--- config.mk ---
export PLATFORM = sky130hd
export DESIGN_NAME = clk_div_gen
export DESIGN_NICKNAME = d
export VERILOG_FILES = /design/src/rtl/clk_div_pkg.sv /design/src/rtl/clk_div_gen_clk_out_mux.sv /design/src/rtl/clk_div_gen.sv
export SDC_FILE = /design/constraint.sdc
export NUM_CORES = 1
export LEC_CHECK = 0
export CELL_PAD_IN_SITES_DETAIL_PLACEMENT = 1
export CELL_PAD_IN_SITES_GLOBAL_PLACEMENT = 1
export CORE_MARGIN = 5
export CORE_UTILIZATION = 40
export CTS_CLUSTER_SIZE = 12
export DETAILED_ROUTE_END_ITERATION = 7
export MAX_ROUTING_LAYER = met4
export PLACE_DENSITY = 0.82
export SYNTH_ARGS = -nofsm -noshare
export SYNTH_HDL_FRONTEND = slang
export SYNTH_SLANG_ARGS = --single-unit
--- constraint.sdc ---
create_clock -name i_ref_clk -period 2.85 [get_ports i_ref_clk]
set_input_delay 0.57 -clock i_ref_clk [delete_from_list [all_inputs] [get_ports i_ref_clk]]
set_output_delay 0.57 -clock i_ref_clk [all_outputs]
set_load 0.02 [all_outputs]
--- src/rtl/clk_div_pkg.sv ---
// Shared types and phase-length helpers for the clk_div_gen clock divider.
`timescale 1ns/1ps
package clk_div_pkg;

  typedef enum logic [2:0] {
    IDLE  = 3'd0,
    HIGH  = 3'd1,
    LOW   = 3'd2,
    BYP   = 3'd3,
    DRAIN = 3'd4
  } state_t;

  // Ratios at or below this value select the reference-clock bypass.
  localparam int BYP_MAX_RATIO = 1;

  function automatic logic [31:0] high_len(input logic [31:0] ratio);
    return ratio >> 1;
  endfunction

  function automatic logic [31:0] low_len(input logic [31:0] ratio);
    return ratio - (ratio >> 1);
  endfunction

endpackage

--- src/rtl/clk_div_gen_clk_out_mux.sv ---
// Leaf 2:1 clock select with reset force-low; stand-in for a library clock-mux cell.
`timescale 1ns/1ps
module clk_out_mux (
  input  logic i_ref_clk,
  input  logic i_rst,
  input  logic i_sel,
  input  logic i_div,
  output logic o_clk
);

  assign o_clk = i_rst ? 1'b0 : (i_sel ? i_ref_clk : i_div);

endmodule

--- src/rtl/clk_div_gen.sv ---
// Integer clock divider with bypass, enable and glitch-free ratio/mode switching.
`timescale 1ns/1ps
module clk_div_gen
  import clk_div_pkg::*;
#(
  parameter int DIV_W = 8
) (
  input  logic             i_ref_clk,
  input  logic             i_rst,
  input  logic             i_clk_en,
  input  logic [DIV_W-1:0] i_div_ratio,
  output logic             o_div_clk,
  output logic [DIV_W-1:0] o_active_ratio,
  output logic             o_upd,
  output logic [2:0]       o_dbg_state
);

  localparam logic [DIV_W-1:0] BYP_MAX = DIV_W'(BYP_MAX_RATIO);
  localparam logic [DIV_W-1:0] ONE     = DIV_W'(1);

  state_t           state_q, state_d;
  logic             div_q, div_d;
  logic             byp_q, byp_d;
  logic [DIV_W-1:0] cnt_q, cnt_d;
  logic [DIV_W-1:0] act_q, act_d;
  logic [DIV_W-1:0] act_prev_q;
  logic             upd_q;
  logic             boundary;
  logic [DIV_W-1:0] hi_m1, lo_m1;

  assign hi_m1 = DIV_W'(high_len(32'(act_q)) - 32'd1);
  assign lo_m1 = DIV_W'(low_len(32'(act_q)) - 32'd1);

  always_ff @(posedge i_ref_clk or posedge i_rst) begin
    if (i_rst) begin
      state_q    <= IDLE;
      div_q      <= 1'b0;
      byp_q      <= 1'b0;
      cnt_q      <= '0;
      act_q      <= '0;
      act_prev_q <= '0;
      upd_q      <= 1'b0;
    end else begin
      state_q    <= state_d;
      div_q      <= div_d;
      byp_q      <= byp_d;
      cnt_q      <= cnt_d;
      act_q      <= act_d;
      act_prev_q <= act_q;
      upd_q      <= (act_q != act_prev_q);
    end
  end

  always_comb begin
    state_d  = state_q;
    div_d    = div_q;
    byp_d    = byp_q;
    cnt_d    = cnt_q;
    act_d    = act_q;
    boundary = 1'b0;
    case (state_q)
      IDLE: boundary = 1'b1;
      HIGH: begin
        if (cnt_q == hi_m1) begin
          state_d = LOW;
          div_d   = 1'b0;
          cnt_d   = '0;
        end else begin
          cnt_d = cnt_q + ONE;
        end
      end
      LOW: begin
        if (cnt_q == lo_m1) boundary = 1'b1;
        else                cnt_d = cnt_q + ONE;
      end
      BYP: boundary = 1'b1;
      DRAIN: begin
        state_d = IDLE;
        div_d   = 1'b0;
      end
      default: state_d = IDLE;
    endcase
    // Inputs are only ever consumed here, so mid-period changes never shorten a phase.
    if (boundary) begin
      act_d = i_div_ratio;
      cnt_d = '0;
      byp_d = 1'b0;
      if (!i_clk_en) begin
        // Leaving bypass holds high one full cycle so the last pulse is not a runt.
        state_d = (state_q == BYP) ? DRAIN : IDLE;
        div_d   = (state_q == BYP);
      end else if (i_div_ratio <= BYP_MAX) begin
        state_d = BYP;
        byp_d   = 1'b1;
        div_d   = 1'b0;
      end else begin
        state_d = HIGH;
        div_d   = 1'b1;
      end
    end
  end

  always_comb begin
    o_active_ratio = act_q;
    o_upd          = upd_q;
    o_dbg_state    = state_q;
  end

  clk_out_mux u_clk_out_mux (
    .i_ref_clk (i_ref_clk),
    .i_rst     (i_rst),
    .i_sel     (byp_q),
    .i_div     (div_q),
    .o_clk     (o_div_clk)
  );

endmodule

Yosys cells after proc, flatten, opt, wreduce, memory -nomap -nowiden
Index checks and enable logic that the tools add are counted.

word-level totals
  register bits = 30
  input bits = 11
  output and inout port bits = 13
  logic and storage cells = 51

operators by class
  add/subtract/negate cells = 4
  $lt $le $gt $ge = 1
  equality and inequality tests = 10
  multiplexer cells = 21
  reduce and logical (&&, ||, !) cells = 8

operators by type and width
  cell                                                                     count
  8-bit two-way mux                                                        3
  8-bit equality test                                                      2
  8-bit one-hot mux with 2 select lines                                    1
  3-bit two-way mux                                                        4
  1-bit two-way mux                                                        9
  8-bit by 1-bit adder with 8-bit output, second input constant            1
  8-bit by 1-bit <= comparator with 1-bit output, second input constant    1
  8-bit inequality test                                                    1
  7-bit by 1-bit subtractor with 8-bit output, second input constant       1
  8-bit by 2-bit subtractor with 8-bit output, second input constant       1
  8-bit by 7-bit subtractor with 8-bit output                              1
  3-bit by 2-bit equality test with 1-bit output, second input constant    2
  3-bit inequality test, second input constant                             2
  3-bit one-hot mux with 2 select lines                                    1
  2-bit AND reduction                                                      3
  3-bit nonzero test                                                       2
  1-bit one-hot mux with 2 select lines                                    2
  3-bit by 1-bit equality test with 1-bit output, second input constant    1
  3-bit equality test, second input constant                               1
  3-bit logical NOT                                                        1
  3-bit OR reduction                                                       1
  2-bit two-way mux                                                        1
  2-bit by 1-bit inequality test with 1-bit output, second input constant  1
  2-bit OR reduction                                                       1

Longest topological paths before layout
Gate-level depths: netlist of run 1.

  word-level depth = 7
  mapped depth = 10

Cells and area by module
From an unflattened synthesis of run 1, not the netlist that was laid out.

second synthesis, totals
  cells, all modules = 208
  area, all modules = 2130.8 sq um

modules (own cells, without submodules)
  module       times used  cells each  area an instance (sq um)  seq. area each (sq um)
  clk_div_gen  1           206         2117.0                    750.7
  clk_out_mux  1           2           13.8                      0.0

==> results.yml, run 1 <==
final_layout:
  drive_above_1_share_pct: 23.1
  layout.nets: 281
  syn_to_final_growth_pct: 29.4
  antennaDiodeCount: 0
  regArea_um2: 752
  finalInstanceArea_um2: 2800
  fill_cells: 561
  multi_input_area_um2: 1410
critical_path:
  worst-path-max-fanout: 5
  end_kind: "flip-flop"
  crit_type: "flip-flop to flip-flop"
  cp_data_required_time_ns: 3.13
  cp.arrival_ns: 3.08
  cp-start-kind: "flip-flop"
logic_synthesis:
  synth_top_area_share_pct: 34.8
  ys_types: 50
  synth.most_common_cell: "dfrtp_1"
  synth.avg_cell_area_um2: 10.2
  syn_inst: 212
  syn-num-nets: 239
  synth_flop_cell: "dfrtp_1"
  ys_warn_count: 0
  synth_area_um2: 2160
  synth_common_cells: "dfrtp_1 (30), xor2_1 (18), nand2_1 (16)"
  synth_edf_count: 0
  async_reset_ff_share_pct: 100
  synth_area_leaders: "dfrtp_1 (35%), ha_1 (8.7%), xor2_1 (7.3%)"
  yosysTopAreaCell: "dfrtp_1"
  seq_area_frac_synth_pct: 34.8
  ys_ff_latch: 30
detailed_routing:
  routed_via_density: 5.56
  firstDrtPassIters: 4
  drcViolationCount: 0
  drt-total-wl_um: 6880
  route.detailed.wl_per_inst_um: 21.2
  initialDrtViolationCount: 74
  ant_nets: 0
  vias: 1806
sta:
  hold_ws_ns: 0.528
  maxSlewHeadroom_pct: 55.4
  worst_pin_slew_ns: 0.668
  fin_crit_sh_pct: 98.2
  clock.fmax_mhz: 357
  fin_crit_ns: 2.80
  setup_tns_ns: 0
  finalHoldViolations: 0
  setup_viol: 0
  clock_skew_ns: 0.00488
  slew_violations: 0
floorplanning:
  rows: 26
  core_area_um2: 5170
  ioPinCount: 24
  dieArea_um2: 6970
  die_y_um: 83.5
  initial_core_util_pct: 41.8
  die_w_um: 83.5
place:
  gp_congestion: 0.826
  port_buffers: 23
  hpwl_um: 4660
  dpl_cell_area_um2: 2530
cts:
  cts_tree: "built"
  cts_hold_buffers: 0
  worstSkewPairLatency_ns: 0.40
  clk_pin_slew_worst_paths_ns: 0.07
worst_hold_path:
  hold_path.class: "flip-flop to flip-flop"
run_status:
  status: "complete, no violations"
job:
  maxCapViolations: 0
pwr:
  p_sw_share_pct: 47.3
  power_switching_mw: 1.92
  leakagePower_nw: 1.19
  pwr-share-comb_pct: 68.7
  p_int_mw: 2.14
  ir_drop_mv: 0.615
  pwr-share-clk_pct: 13.2
  powerDensity_nw_per_um2: 1450
  power_frac_seq_pct: 18.1
global_routing:
  grt_pass1_vias: 1960
  grt_max_degree: 31
  grt_pass1_wl_um: 10800
  antenna_found_initial: 0
  overflow: 0
  track_usage_pct: 21.0
==> through the flow <==
step	std cells	total power [mW]	setup WS, ns	util (%)
after global placement	311	3.10	-0.106	48.9
after floorplan	212	2.46	0.0554	-
after CTS	324	3.85	0.0230	52.9
after global routing	325	4.28	-0.0165	54.0
final	325	4.06	0.0527	54.0
after detailed placement	311	3.19	-0.194	48.9
==> registers in the layout, indices dropped and copies added (netlist names) <==
| name | flops |
|---|---|
| cnt_q | 8 |
| o_upd | 1 |
| byp_q | 1 |
| div_q | 1 |
| o_active_ratio | 8 |
| o_dbg_state | 3 |
| act_prev_q | 8 |
==> power by group through the flow <==
stage | Combinational [mW] | Clock (mW) | Sequential (mW)
detailed placement | 2.45 | 0.0185 | 0.728
finish | 2.79 | 0.535 | 0.734
global placement | 2.36 | 0.0185 | 0.720
floorplan | 1.60 | 0.0113 | 0.851
global route | 2.96 | 0.566 | 0.750
CTS | 2.59 | 0.538 | 0.723
==> final timing paths <==
kind / startpoint / cells past startpoint / slack, ns / to
worst max-delay path: o_active_ratio[1]$_DFFE_PP0N_ / 10 / 0.05 / o_active_ratio[0]$_DFFE_PP0N_
min in group asynchronous: i_rst / 3 / 0.62 / cnt_q[0]$_DFFE_PP0P_
worst min-delay path: o_active_ratio[2]$_DFFE_PP0N_ / 1 / 0.53 / act_prev_q[2]$_DFF_PP0_
worst min register to register: o_active_ratio[2]$_DFFE_PP0N_ / 1 / 0.53 / act_prev_q[2]$_DFF_PP0_
worst max register to register: o_active_ratio[1]$_DFFE_PP0N_ / 10 / 0.05 / o_active_ratio[0]$_DFFE_PP0N_
max in group asynchronous: i_rst / 3 / 1.92 / o_active_ratio[1]$_DFFE_PP0N_
==> cell families after synthesis <==
kind of cell | share of synthesized area (%)
DFF | 34.8
buffers and inverters | 4.29
muxes | 7.65
and+or+nand+nor | 15.3
xor gates and xnor gates | 14.1
adders and majority gates | 9.62
AOI/OAI and AO/OA | 14.3
==> cells in the final DEF (no fill, tap or decap), types with 2 or more instances in the layout <==
| cell | synthesis | layout |
|---|---|---|
| clkdlybuf4s50_1 | 0 | 22 |
| xnor2_2 | 1 | 2 |
| xnor2_1 | 15 | 14 |
| nand2_1 | 16 | 16 |
| o21ai_0 | 4 | 3 |
| inv_1 | 14 | 13 |
| clkbuf_8 | 0 | 11 |
| nand2b_1 | 4 | 4 |
| ha_1 | 15 | 14 |
| a21boi_1 | 2 | 2 |
| mux2i_1 | 3 | 3 |
| buf_4 | 0 | 13 |
| mux2_4 | 9 | 9 |
| nor2b_1 | 4 | 3 |
| xor2_1 | 18 | 17 |
| nor4_1 | 4 | 3 |
| dfrtp_1 | 30 | 29 |
| o31ai_4 | 2 | 3 |
| o21ai_1 | 5 | 6 |
| or2_2 | 2 | 2 |
| nor3_1 | 5 | 5 |
| nor2_1 | 7 | 7 |
| a21oi_1 | 7 | 6 |
| or4_1 | 2 | 2 |
| nand3_1 | 6 | 6 |
| a31oi_1 | 4 | 3 |
| nand4_1 | 3 | 3 |
==> timing repair <==
item / in CTS / in global routing
gates cloned: 1 / 0
endpoints found under the hold margin: 0 / 0
gates resized for setup: 7 / 11
pin swaps: 1 / 3
buffers inserted: 1 / 1
endpoints found under the setup margin: 15 / 15
==> critical path, cell delays in order, from the launching register on <==
cell and delay [ns]:
dfrtp_2 0.39, inv_2 0.06, buf_4 0.13, ha_1 0.35
nor2b_1 0.10, o311ai_2 0.31, nand2_1 0.14, xnor2_1 0.41
nand4_4 0.24, o31ai_4 0.19, mux2_4 0.35
==> area by class of cell <==
class | count | area share (%)
inverter | 14 | 1.88
clock buffer | 12 | 5.73
sequential | 30 | 26.9
tap | 70 | 3.13
multi-input combinational | 163 | 50.6
timing repair buffer | 36 | 11.8
==> routing by layer <==
layer  track usage, %  part of all wire [%]  up-vias
li1                 -                     -      830
met1             24.9                    44      906
met2             34.3                    51       52
met3             4.05                   2.9       18
met4             10.4                   3.0        0
met5                -                     0        -
Note: power is estimated with default switching activity, not from simulation.
==> run 2: changes to the inputs <==
CORE_UTILIZATION = 41   (was 40)
CTS_BUF_LIST = sky130_fd_sc_hd__clkbuf_2   (was unset)
PLACE_DENSITY = 0.84   (was 0.82)
==> results.yml, run 2 (synthesized netlist as in run 1, its figures left out) <==
place:
  dp_cells: 311
  port_buffers: 23
  dp_slack_ns: -0.119
  gp_congestion: 0.853
  hpwl_um: 4850
job:
  maxCapViolations: 0
sta:
  rsz0062_at_grt: "yes"
  clock_skew_ns: 0.0159
  fin_crit_sh_pct: 99.2
  layout_setup_ws_ns: 0.0218
  hold_ws_ns: 0.559
  maxSlewHeadroom_pct: 40.1
  finalHoldViolations: 0
  setup_tns_ns: 0
  setup_viol: 0
  clock.fmax_mhz: 354
  worst_pin_slew_ns: 0.898
  slew_violations: 0
  fin_crit_ns: 2.83
critical_path:
  crit_type: "flip-flop to flip-flop"
  cp_data_required_time_ns: 3.27
  end_kind: "flip-flop"
  cp-start-kind: "flip-flop"
  worst-path-max-fanout: 7
  cp.arrival_ns: 3.25
floorplanning:
  core_area_um2: 5110
  dieArea_um2: 6820
  initial_core_util_pct: 42.3
  rows: 26
  die_y_um: 82.6
  ioPinCount: 24
  die_w_um: 82.6
worst_hold_path:
  hold_path.class: "flip-flop to flip-flop"
run_status:
  status: "complete, no violations"
pwr:
  power_switching_mw: 1.83
  pwr-share-clk_pct: 7.8
  pwr-share-comb_pct: 72.7
  p_sw_share_pct: 49.4
  p_int_mw: 1.88
  powerDensity_nw_per_um2: 1380
  ir_drop_mv: 0.643
  leakagePower_nw: 1.16
  power_frac_seq_pct: 19.5
final_layout:
  fill_cells: 572
  drive_above_1_share_pct: 22.4
  regArea_um2: 752
  layout.nets: 281
  final_cell_mix: "dfrtp_1 (29), clkdlybuf4s50_1 (22), xor2_1 (18), nand2_1 (16), xnor2_1 (15)"
  instances_no_fill: 325
  syn_to_final_growth_pct: 24.2
  mostFrequentLayoutCell: "dfrtp_1"
  antennaDiodeCount: 0
  multi_input_area_um2: 1400
detailed_routing:
  drcViolationCount: 0
  firstDrtPassIters: 4
  ant_nets: 0
  initialDrtViolationCount: 87
  route.detailed.wl_per_inst_um: 20.6
  drt-total-wl_um: 6710
  routed_via_density: 5.53
  vias: 1797
global_routing:
  grt_pass1_wl_um: 9950
  track_usage_pct: 21.1
  overflow: 0
  grt_pass1_vias: 1939
  antenna_found_initial: 0
  grt_max_degree: 23
cts:
  worstSkewPairLatency_ns: 0.51
  cts_tree: "built"
  clk_pin_slew_worst_paths_ns: 0.17
## run 2: worst max-delay path, stage by stage, from the launching register on
cell and delay [ns]:
dfrtp_1 0.45, ha_4 0.19, fa_2 0.40, nor2b_4 0.14, o31ai_4 0.41, xnor2_1 0.15
a22oi_2 0.23, nand4_4 0.18, buf_6 0.20, o31a_1 0.11, o311ai_2 0.27
## run 2: routing by layer
metal | share of wire, % | up-vias | GRT usage (%)
li1 | - | 834 | -
met1 | 42 | 911 | 24.4
met2 | 53 | 33 | 34.5
met3 | 3.0 | 19 | 5.64
met4 | 2.3 | 0 | 8.99
met5 | 0 | - | -
## run 2: worst paths after layout
kind,startpoint,end,slack (ns),depth (start not counted)
setup reg to reg,o_active_ratio[0]$_DFFE_PP0N_,div_q$_DFFE_PP0P_,0.02,10
hold / removal,o_active_ratio[2]$_DFFE_PP0N_,act_prev_q[2]$_DFF_PP0_,0.56,1
min in group asynchronous,i_rst,div_q$_DFFE_PP0P_,0.59,2
hold reg to reg,o_active_ratio[2]$_DFFE_PP0N_,act_prev_q[2]$_DFF_PP0_,0.56,1
max in group asynchronous,i_rst,act_prev_q[7]$_DFF_PP0_,1.58,3
setup / recovery,o_active_ratio[0]$_DFFE_PP0N_,div_q$_DFFE_PP0P_,0.02,10
## run 2: power groups by stage
| stage | clock network, mW | registers, mW | logic [mW] |
|---|---|---|---|
| after global placement | 0.0185 | 0.706 | 2.36 |
| after floorplan | 0.0113 | 0.851 | 1.60 |
| final | 0.290 | 0.723 | 2.69 |
| after CTS | 0.284 | 0.715 | 2.53 |
| after global routing | 0.328 | 0.739 | 2.89 |
| after detailed placement | 0.0185 | 0.725 | 2.47 |
## run 2: area by class of cell
cell class	count	share of cell area (%)
repair buffers	36	12.3
clock inverters	2	0.326
flip-flops and latches	30	28.0
inverters	14	1.96
clock buffers	10	2.01
well taps	70	3.26
multi-input cells	163	52.1
## run 2: repair_timing
item                                    in CTS  in global routing
resized for setup                            4                 14
cloned                                       0                  1
buffers inserted                             1                  1
endpoints found under the setup margin      12                 16
hold buffers                                 0                  0
pin swaps                                    2                  8
## run 2: metrics by stage
step / area, um^2 / power, mW / util, %
2_1_floorplan: 2160 / 2.46 / -
5_1_grt: 2680 / 3.95 / 52.5
6_report: 2680 / 3.71 / 52.5
4_1_cts: 2600 / 3.53 / 51.0
3_3_place_gp: 2530 / 3.08 / 49.5
3_5_place_dp: 2530 / 3.21 / 49.5
==> run 3: changes to the inputs <==
SETUP_SLACK_MARGIN = 0.5   (was unset)
==> results.yml, run 3 (synthesized netlist as in run 1, its figures left out) <==
run_status:
  status: "complete, no violations"
final_layout:
  final_cell_mix: "dfrtp_1 (26), clkdlybuf4s50_1 (20), xor2_1 (18), buf_4 (16), nand2_1 (15)"
  finalInstanceArea_um2: 2790
  antennaDiodeCount: 0
  fill_cells: 594
  drive_above_1_share_pct: 28.5
  layout.nets: 286
  mostFrequentLayoutCell: "dfrtp_1"
  syn_to_final_growth_pct: 29.0
sta:
  setup_viol: 0
  clock.fmax_mhz: 351
  fin_crit_ns: 2.85
  clock_skew_ns: 0.0183
  layout_setup_ws_ns: 0.00191
  fin_crit_sh_pct: 99.9
  finalHoldViolations: 0
  slew_violations: 0
  maxSlewHeadroom_pct: 57.1
  setup_tns_ns: 0
  worst_pin_slew_ns: 0.642
  rsz0062_at_grt: "yes"
place:
  dp_slack_ns: -0.00329
  hpwl_um: 4490
  gp_congestion: 0.898
  port_buffers: 23
  dpl_cell_area_um2: 2540
global_routing:
  grt_pass1_wl_um: 10100
  grt_pass1_vias: 2000
  overflow: 0
  grt_max_degree: 31
  antenna_found_initial: 0
  track_usage_pct: 20.9
detailed_routing:
  vias: 1765
  route.detailed.wl_per_inst_um: 19.0
  initialDrtViolationCount: 45
  ant_nets: 0
  drcViolationCount: 0
  routed_via_density: 5.35
  firstDrtPassIters: 4
  drt-total-wl_um: 6270
floorplanning:
  rows: 26
  dieArea_um2: 6820
  die_y_um: 82.6
  ioPinCount: 24
  die_w_um: 82.6
  initial_core_util_pct: 42.3
  core_area_um2: 5110
cts:
  cts_tree: "built"
  worstSkewPairLatency_ns: 0.46
  cts_hold_buffers: 0
  clk_pin_slew_worst_paths_ns: 0.17
worst_hold_path:
  hold_path.class: "primary input to async pin"
pwr:
  p_total_mw: 3.84
  ir_drop_mv: 0.618
  leakagePower_nw: 1.20
  powerDensity_nw_per_um2: 1380
critical_path:
  timing.rr.end: "byp_q$_DFFE_PP0N_"
  cp_data_required_time_ns: 3.20
  cp-endpoint: "byp_q$_DFFE_PP0N_"
  worstPathCellList: "inv_2 -> buf_4 -> ha_1 -> nor2b_1 -> o311ai_1 -> nand2_1 -> xnor2_2 -> nand4_4 -> o31ai_4 -> mux2_4"
  r2r_cells: 10
  crit_path_start: "o_active_ratio[1]$_DFFE_PP0N_"
  cp_slowest_cell: "o311ai_1"
  cp-start-kind: "flip-flop"
  reg2reg_slack_ns: 0.002
  crit_type: "flip-flop to flip-flop"
  worst-path-max-fanout: 5
  reg2reg_from: "o_active_ratio[1]$_DFFE_PP0N_"
  end_kind: "flip-flop"
  slowest_delay_ns: 0.46
  cp.arrival_ns: 3.20
job:
  maxCapViolations: 0
==> run 3: power by group <==
part	total [mW]	switching [mW]	leakage [nW]	internal, mW
clock	0.309	0.178	0.0577	0.131
combinational	2.80	1.55	0.782	1.26
sequential	0.727	0.140	0.365	0.588
total	3.84	1.87	1.20	1.97
==> run 3: per-stage QoR <==
step | hold WS (ns) | std cells | util (%)
finish | 0.511 | 330 | 54.5
detailed placement | 0.525 | 310 | 49.8
global route | 0.524 | 330 | 54.5
global placement | 0.515 | 310 | 49.8
CTS | 0.492 | 326 | 52.3
floorplan | 0.503 | 212 | -
==> run 3: worst max-delay path, delay by kind of cell, from the launching register on <==
kind / cells / cell delay (ns)
AOI/OAI and AO/OA: 2 / 0.65
and+or+nand+nor: 3 / 0.50
adders and majority gates: 1 / 0.33
xor gates and xnor gates: 1 / 0.34
DFF: 1 / 0.40
buffers and inverters: 2 / 0.17
muxes: 1 / 0.35
==> run 3: layout make-up <==
cell class              instances  area [um^2]  share of cell area, %
clock inverters                 2         10.0                  0.359
well taps                      70         87.6                   3.14
clock buffers                  10         65.1                   2.34
inverters                      14         52.6                   1.89
flip-flops and latches         30          756                   27.1
repair buffers                 41          379                   13.6
multi-input cells             163         1440                   51.5
==> run 3: what timing repair did <==
action,4_1_cts,5_1_grt
pin swaps,3,1
setup endpoints to repair,22,22
setup buffers,4,4
gates cloned,1,0
gates resized for setup,13,17
==> run 3: layer usage <==
layer	global-route usage [%]	wire length (um)
met1	24.4	2730
met2	34.6	3270
met3	4.34	140
met4	9.48	125
met5	-	0
==> run 3: how the worst min path moves through the flow <==
stage	depth (start not counted)	endpoint	start	slack, ns
6_report	3	o_dbg_state[2]$_DFFE_PP0P_	i_rst	0.51
5_1_grt	3	cnt_q[2]$_DFFE_PP0P_	i_rst	0.52
4_1_cts	3	cnt_q[2]$_DFFE_PP0P_	i_rst	0.49
2_1_floorplan	0	act_prev_q[2]$_DFF_PP0_	o_active_ratio[2]$_DFFE_PP0N_	0.50
3_5_place_dp	1	act_prev_q[0]$_DFF_PP0_	o_active_ratio[0]$_DFFE_PP0N_	0.52
3_3_place_gp	1	act_prev_q[0]$_DFF_PP0_	o_active_ratio[0]$_DFFE_PP0N_	0.51
